$ cat src/rtl/vga_fetch_pkg.sv
// Shared constants and types for the VGA read-side prefetcher.
// Pixel-half ordering: the even-x pixel sits in the high half of a memory word,
// the odd-x pixel in the low half; the NTSC packer relies on the same layout.
package vga_fetch_pkg;

  localparam int unsigned LOG_MEM        = 36;      // memory word width
  localparam int unsigned PIX_W          = 18;      // pixel width, two per word
  localparam int unsigned FETCH_DEPTH    = 8;       // prefetch FIFO words
  localparam int unsigned MEM_READ_LAT   = 2;       // done_vga -> read data cycles
  localparam int unsigned IMAGE_LENGTH   = 153600;  // words per frame
  localparam int unsigned IMAGE_WIDTH_D2 = 320;     // words per display line
  localparam int unsigned STAT_W         = 16;      // underflow counter width

  // One memory word: even pixel first (MSBs), odd pixel second (LSBs).
  typedef struct packed {
    logic [PIX_W-1:0] even;
    logic [PIX_W-1:0] odd;
  } mem_word_t;

  // Which half of the head word is delivered next.
  typedef enum logic {
    HALF_EVEN = 1'b0,
    HALF_ODD  = 1'b1
  } half_e;

endpackage

$ cat src/rtl/vga_fetch_if.sv
// Read-request handshake between vga_fetch (master) and memory_interface (slave).
//   vga_flag  : read request, driven by the fetcher
//   done_vga  : request accepted this cycle
//   vga_pixel : read data, valid a fixed latency after acceptance
interface vga_fetch_if;
  import vga_fetch_pkg::*;

  logic      vga_flag;
  logic      done_vga;
  mem_word_t vga_pixel;

  modport master (output vga_flag, input done_vga, input vga_pixel);
  modport slave  (input vga_flag, output done_vga, output vga_pixel);

endinterface

$ cat src/rtl/vga_fetch_fifo.sv
// First-word fall-through FIFO of memory words.
//   clock, reset : system clock, synchronous active-high reset
//   push, din    : write one word
//   pop          : consume the word shown on dout
//   flush        : empty the FIFO; wins over push and pop
//   dout         : current head word (combinational)
//   count        : words stored
module vga_fetch_fifo
  import vga_fetch_pkg::*;
#(
  parameter int unsigned DEPTH = FETCH_DEPTH
) (
  input  logic                   clock,
  input  logic                   reset,
  input  logic                   push,
  input  logic                   pop,
  input  logic                   flush,
  input  mem_word_t              din,
  output mem_word_t              dout,
  output logic [$clog2(DEPTH):0] count
);

  localparam int unsigned PTR_W = $clog2(DEPTH);
  localparam int unsigned CNT_W = PTR_W + 1;

  mem_word_t        store [DEPTH];
  logic [PTR_W-1:0] wr_ptr;
  logic [PTR_W-1:0] rd_ptr;
  logic             do_push;
  logic             do_pop;

  // A push into a full FIFO is only taken when the head leaves the same cycle.
  always_comb begin
    do_pop  = pop && (count != '0);
    do_push = push && ((count != CNT_W'(DEPTH)) || do_pop);
  end

  // Pointers and occupancy.
  always_ff @(posedge clock) begin
    if (reset || flush) begin
      wr_ptr <= '0;
      rd_ptr <= '0;
      count  <= '0;
    end else begin
      if (do_push) wr_ptr <= wr_ptr + PTR_W'(1);
      if (do_pop)  rd_ptr <= rd_ptr + PTR_W'(1);
      case ({do_push, do_pop})
        2'b10:   count <= count + CNT_W'(1);
        2'b01:   count <= count - CNT_W'(1);
        default: count <= count;
      endcase
    end
  end

  // Storage needs no reset; only pointers qualify it.
  always_ff @(posedge clock) begin
    if (do_push) store[wr_ptr] <= din;
  end

  assign dout = store[rd_ptr];

endmodule

$ cat src/rtl/vga_fetch.sv
// Read-side prefetcher feeding the VGA pixel pipeline.
// Issues credit-limited read requests, tracks the fixed read latency, buffers
// returned words and unpacks them into one pixel per pix_req.
//   clock, reset     : system clock, synchronous active-high reset
//   frame_flag       : frame-swap pulse; restarts fetching for the new frame
//   mem              : vga_fetch_if.master (vga_flag / done_vga / vga_pixel)
//   pix_req          : display consumes one pixel this cycle
//   pix_out          : registered pixel
//   pix_valid        : pix_out holds a real pixel
//   underflow        : sticky, set when pix_req finds no data
//   underflow_count  : saturating underflow event count
// Build option: define VGA_FETCH_STATS_EN to build the underflow counter;
// otherwise underflow_count is tied to zero.
module vga_fetch
  import vga_fetch_pkg::*;
#(
  parameter int unsigned FIFO_DEPTH      = FETCH_DEPTH,
  parameter int unsigned READ_LAT        = MEM_READ_LAT,
  parameter int unsigned WORDS_PER_FRAME = IMAGE_LENGTH
) (
  input  logic               clock,
  input  logic               reset,
  input  logic               frame_flag,
  vga_fetch_if.master        mem,
  input  logic               pix_req,
  output logic [PIX_W-1:0]   pix_out,
  output logic               pix_valid,
  output logic               underflow,
  output logic [STAT_W-1:0]  underflow_count
);

  localparam int unsigned CNT_W = $clog2(FIFO_DEPTH) + 1;
  localparam int unsigned SUM_W = CNT_W + 1;
  localparam int unsigned WL_W  = $clog2(WORDS_PER_FRAME + 1);

  logic                restart;
  logic [WL_W-1:0]     words_left;
  logic [READ_LAT-1:0] inflight;
  logic [CNT_W-1:0]    fifo_count;
  logic [CNT_W-1:0]    inflight_count;
  logic [SUM_W-1:0]    credit_used;
  logic                fifo_empty;
  logic                vga_flag_c;
  logic                accept;
  logic                push;
  logic                pop;
  logic                pix_avail;
  half_e               half;
  mem_word_t           head;

  assign restart = reset || frame_flag;

  // Request credit uses registered state only, never done_vga, to keep the
  // arbiter free of a combinational loop.
  always_comb begin
    inflight_count = CNT_W'($countones(inflight));
    credit_used    = SUM_W'(fifo_count) + SUM_W'(inflight_count);
    fifo_empty     = (fifo_count == '0);
    vga_flag_c     = !restart && (words_left != '0) &&
                     (credit_used < SUM_W'(FIFO_DEPTH));
    accept         = vga_flag_c && mem.done_vga;
    push           = inflight[READ_LAT-1];
    pix_avail      = pix_req && !restart && !fifo_empty;
    pop            = pix_avail && (half == HALF_ODD);
  end

  assign mem.vga_flag = vga_flag_c;

  // Frame progress, read-latency tracking and half selection.
  always_ff @(posedge clock) begin
    if (restart) begin
      words_left <= WL_W'(WORDS_PER_FRAME);
      inflight   <= '0;
      half       <= HALF_EVEN;
    end else begin
      if (accept) words_left <= words_left - WL_W'(1);
      inflight <= READ_LAT'({inflight, accept});
      if (pix_avail) half <= (half == HALF_EVEN) ? HALF_ODD : HALF_EVEN;
    end
  end

  // Returned data is qualified only by the in-flight tracker; vga_pixel is
  // stale between reads.
  vga_fetch_fifo #(
    .DEPTH (FIFO_DEPTH)
  ) u_fifo (
    .clock (clock),
    .reset (reset),
    .push  (push),
    .pop   (pop),
    .flush (restart),
    .din   (mem.vga_pixel),
    .dout  (head),
    .count (fifo_count)
  );

  // Pixel output; a starved request or one on a frame swap emits an empty slot.
  always_ff @(posedge clock) begin
    if (reset) begin
      pix_out   <= '0;
      pix_valid <= 1'b0;
      underflow <= 1'b0;
    end else if (pix_req) begin
      if (pix_avail) begin
        pix_out   <= (half == HALF_EVEN) ? head.even : head.odd;
        pix_valid <= 1'b1;
      end else begin
        pix_out   <= '0;
        pix_valid <= 1'b0;
        if (!frame_flag) underflow <= 1'b1;
      end
    end else begin
      pix_valid <= 1'b0;
    end
  end

`ifdef VGA_FETCH_STATS_EN
  // Saturating count of starved requests, cleared by reset only.
  always_ff @(posedge clock) begin
    if (reset) begin
      underflow_count <= '0;
    end else if (pix_req && !frame_flag && fifo_empty && (underflow_count != '1)) begin
      underflow_count <= underflow_count + STAT_W'(1);
    end
  end
`else
  assign underflow_count = '0;
`endif

endmodule

$ cat src/flat_wrapper.sv
// flat-port wrapper written by rule: the top's interface ports become plain ports
module vga_fetch_flat import vga_fetch_pkg::*;
#(
  parameter int unsigned FIFO_DEPTH      = FETCH_DEPTH,
  parameter int unsigned READ_LAT        = MEM_READ_LAT,
  parameter int unsigned WORDS_PER_FRAME = IMAGE_LENGTH
)
  (clock, reset, frame_flag, pix_req, pix_out, pix_valid, underflow, underflow_count, mem_vga_flag, mem_done_vga, mem_vga_pixel);
  vga_fetch_if mem_i ();
  input  logic clock;
  input  logic reset;
  input  logic frame_flag;
  input  logic pix_req;
  output logic [PIX_W-1:0] pix_out;
  output logic pix_valid;
  output logic underflow;
  output logic [STAT_W-1:0] underflow_count;
  output wire logic [$bits(mem_i.vga_flag)-1:0] mem_vga_flag;
  input wire logic [$bits(mem_i.done_vga)-1:0] mem_done_vga;
  input wire logic [$bits(mem_i.vga_pixel)-1:0] mem_vga_pixel;
  assign mem_vga_flag = mem_i.vga_flag;
  assign mem_i.done_vga = mem_done_vga;
  assign mem_i.vga_pixel = mem_vga_pixel;
  vga_fetch #(.FIFO_DEPTH(FIFO_DEPTH), .READ_LAT(READ_LAT), .WORDS_PER_FRAME(WORDS_PER_FRAME)) u_core (.clock(clock), .reset(reset), .frame_flag(frame_flag), .mem(mem_i), .pix_req(pix_req), .pix_out(pix_out), .pix_valid(pix_valid), .underflow(underflow), .underflow_count(underflow_count));
endmodule
$ cat config.mk
export PLATFORM = sky130hd
export DESIGN_NAME = vga_fetch_flat
export DESIGN_NICKNAME = d
export VERILOG_FILES = /design/src/rtl/vga_fetch_pkg.sv /design/src/rtl/vga_fetch_if.sv /design/src/rtl/vga_fetch_fifo.sv /design/src/rtl/vga_fetch.sv /design/src/flat_wrapper.sv
export SDC_FILE = /design/constraint.sdc
export NUM_CORES = 1
export LEC_CHECK = 0
export CORE_ASPECT_RATIO = 1.2
export CORE_MARGIN = 2
export CORE_UTILIZATION = 45
export CTS_BUF_LIST = sky130_fd_sc_hd__clkbuf_16
export DETAILED_ROUTE_END_ITERATION = 12
export PLACE_DENSITY = 0.65
export SETUP_SLACK_MARGIN = 0.2
export SYNTH_ARGS = -nofsm -noshare
export SYNTH_HDL_FRONTEND = slang
export SYNTH_SLANG_ARGS = --single-unit
$ cat constraint.sdc
create_clock -name clock -period 13.98 [get_ports clock]
set_clock_uncertainty 0.2 [all_clocks]
set_input_delay 1.398 -clock clock [delete_from_list [all_inputs] [get_ports clock]]
set_output_delay 1.398 -clock clock [all_outputs]
set_load 0.02 [all_outputs]
==> flow_summary.toml <==
[global_routing]
grt_start_max_net_pins = 41
grt_usage_pct = 17.0
grt_pass1_vias = 7031
antenna_found_initial = 0
overflow = 0
grt_pass1_wl_mm = 40.9

[run_status]
status = "completed"

[setup_path]
worstPathArrival_ns = 3.88
start_kind = "input port"
end_kind = "output port"
cp_max_fo = 24
worstSetupPathType = "in2out"
worstPathRequired_ns = 12.38

[routing]
dr.pass1.iters = 5
vias_per_cell = 5.39
detail_route.iter0.violations = 473
wirelength_mm = 26.4
route.antenna.remaining_nets = 0
wl_per_cell_um = 20.6
route.vias.total = 6917
drc = 0

[cts]
clk-insertion-delay-late_ns = 0.52
clk_path_buf_depth = 3
cts_hold_buf = 0
clock_sinks = 342
cts_max_level = 2
post_cts_buffers = 0
path_clk_slew_ns = 0.05
cts_buffers = 35
ctsResizeCount = 0
cts_root_buffer = "clkbuf_16"
cts_tree = "done"

[synthesis]
synthFlopType = "edfxtp_1"
ys_async_sr_fraction_pct = 0
yosysWarnings = 0
seq_area_frac_synth_pct = 72.3
ys_seq_elements = 342
synthDistinctLibCells = 51
synth-edff-count = 288
avgSynthCellArea_um2 = 17.0
syn_area_um2 = 13500
synth_cells = 790

[power]
static-leakage-power_nw = 4.82
ir_drop_uv = 63.0
p_per_area_nw_per_um2 = 130

[timing]
worst_slew_pin_slew_ns = 1.07
hold_ws_ns = 0.266
rsz0062_at_grt = "false"
maxSlewHeadroom_pct = 28.4
finalSetupTns_ns = 0
finalCritPeriodShare_pct = 39.2
clock.fmax_mhz = 183
slew_violations = 0
finalHoldViolCount = 0
finalCriticalPeriod_ns = 5.47
setup_viol = 0

[placed_design]
placed_cells = 1219
place_hpwl_mm = 15.2
gp_congestion = 0.730
port_buffers = 61
place_area_um2 = 14500

[layout]
layout.nets = 916
finalNonFillerCells = 1283
syn_to_final_growth_pct = 16.1
layout.cells.most_common_list = "edfxtp_1 (288), mux2i_1 (81), clkdlybuf4s50_1 (61)"
final_layout_size_suffix_gt1_share_pct = 15.8
ff_latch_area_um2 = 9730
fillers = 2359
antennaDiodeCount = 0
finalInstanceArea_um2 = 15600
layout_commonest_cell = "edfxtp_1"
multiInputGateArea_um2 = 3440

[floorplanning]
rows = 69
num_io_pins = 78
die_h_um = 193
die_x_um = 162
initial_core_util_pct = 45.6
core_um2 = 29500
fp.dieArea_um2 = 31300

[worst_hold_path]
hp-class = "reg2reg"

[flow_run]
cap_violations = 0
## through the flow
stage | worst slack, ns | utilization, % | total power [W]
floorplan | 7.58 | - | 0.00115
global placement | 8.56 | 49.2 | 0.00118
detailed placement | 8.52 | 49.2 | 0.00118
CTS | 8.49 | 52.9 | 0.00204
global route | 8.36 | 52.9 | 0.00209
finish | 8.51 | 52.9 | 0.00203
## where the power goes
group	total (W)	internal (W)	switching [W]
Combinational	0.0000453	0.0000171	0.0000282
Sequential	0.00111	0.00111	0.00000293
Clock	0.000872	0.000506	0.000366
## cell families (layout without fill, tap and decap cells)
kind of cell / count (synthesis) / after routing / share of synthesized area [%]
AOI/OAI and AO/OA: 80 / 80 / 4.62
xor gates and xnor gates: 13 / 13 / 0.846
adders and majority gates: 9 / 9 / 0.893
buffers and inverters: 84 / 172 / 2.90
DFF: 342 / 342 / 72.3
muxes: 135 / 135 / 13.6
other: 1 / 16 / 0.0279
and+or+nand+nor: 126 / 126 / 4.85
## cell type report
type / count / area share [%]
multi-input cells: 379 / 22.0
repair buffers: 82 / 4.92
well taps: 390 / 3.12
clock inverters: 28 / 1.22
flip-flops and latches: 342 / 62.3
inverters: 26 / 0.625
clock buffers: 36 / 5.77
## path summary, 6_finish.rpt
check                                       startpoint                endpoint  slack [ns]  depth (start not counted)
worst max-delay path                             reset            mem_vga_flag        8.51                          5
worst min-delay path              u_core.words_left[8]    u_core.words_left[8]        0.27                          1
worst max register to register  u_core.u_fifo.count[2]  u_core.u_fifo.count[3]       10.66                         10
worst min register to register    u_core.words_left[8]    u_core.words_left[8]        0.27                          1
## state kept, by name (all words and copies together) (netlist names), named ones only
| name | cells |
|---|---|
| u_core.pix_valid | 1 |
| u_core.u_fifo.store | 288 |
| u_core.u_fifo.count | 4 |
| u_core.u_fifo.rd_ptr | 3 |
| u_core.pix_out | 18 |
| u_core.words_left | 18 |
| u_core.u_fifo.wr_ptr | 3 |
| u_core.half | 1 |
| u_core.underflow | 1 |
| u_core.inflight | 2 |
## worst max-delay path, stage by stage
cell             delay, ns
clkdlybuf4s50_1       0.85
or3_1                 0.58
a21oi_1               0.24
nor2b_1               0.19
clkdlybuf4s50_1       0.61
## synthesized netlist by cell type, types with 2 or more instances
| library cell | count | area share [%] |
|---|---|---|
| or3_1 | 4 | 0.19 |
| mux2i_1 | 81 | 6.0 |
| nand2b_1 | 2 | 0.093 |
| xor2_1 | 6 | 0.39 |
| nor3_1 | 7 | 0.26 |
| dfxtp_1 | 54 | 8.0 |
| a211oi_1 | 2 | 0.11 |
| ha_1 | 8 | 0.74 |
| and2_1 | 3 | 0.14 |
| buf_4 | 16 | 0.89 |
| inv_1 | 26 | 0.73 |
| edfxtp_1 | 288 | 64 |
| nand2_1 | 38 | 1.1 |
| nor4_1 | 4 | 0.19 |
| a22oi_1 | 36 | 2.0 |
| mux2_2 | 18 | 1.5 |
| nand3_1 | 22 | 0.82 |
| nor4b_1 | 4 | 0.26 |
| o311ai_0 | 21 | 1.4 |
| buf_1 | 9 | 0.25 |
| nand4_1 | 3 | 0.14 |
| buf_2 | 6 | 0.22 |
| nor2b_1 | 5 | 0.23 |
| xnor2_1 | 7 | 0.46 |
| o41ai_1 | 2 | 0.13 |
| a21oi_1 | 5 | 0.19 |
| clkbuf_1 | 26 | 0.73 |
| o211ai_1 | 2 | 0.11 |
| nor2_1 | 21 | 0.59 |
| or4_1 | 4 | 0.22 |
| or2_2 | 2 | 0.093 |
| mux4_2 | 36 | 6.0 |
| o21ai_0 | 3 | 0.11 |
| nor3b_1 | 2 | 0.11 |
## layer usage
layer	GRT usage, %	part of all wire, %	wire, um
met4	4.72	1.7	443
met2	29.5	51	13500
met5	0	0	0
met1	22.4	44	11500
met3	2.59	3.6	940
Power figures use the tool's default switching activity.
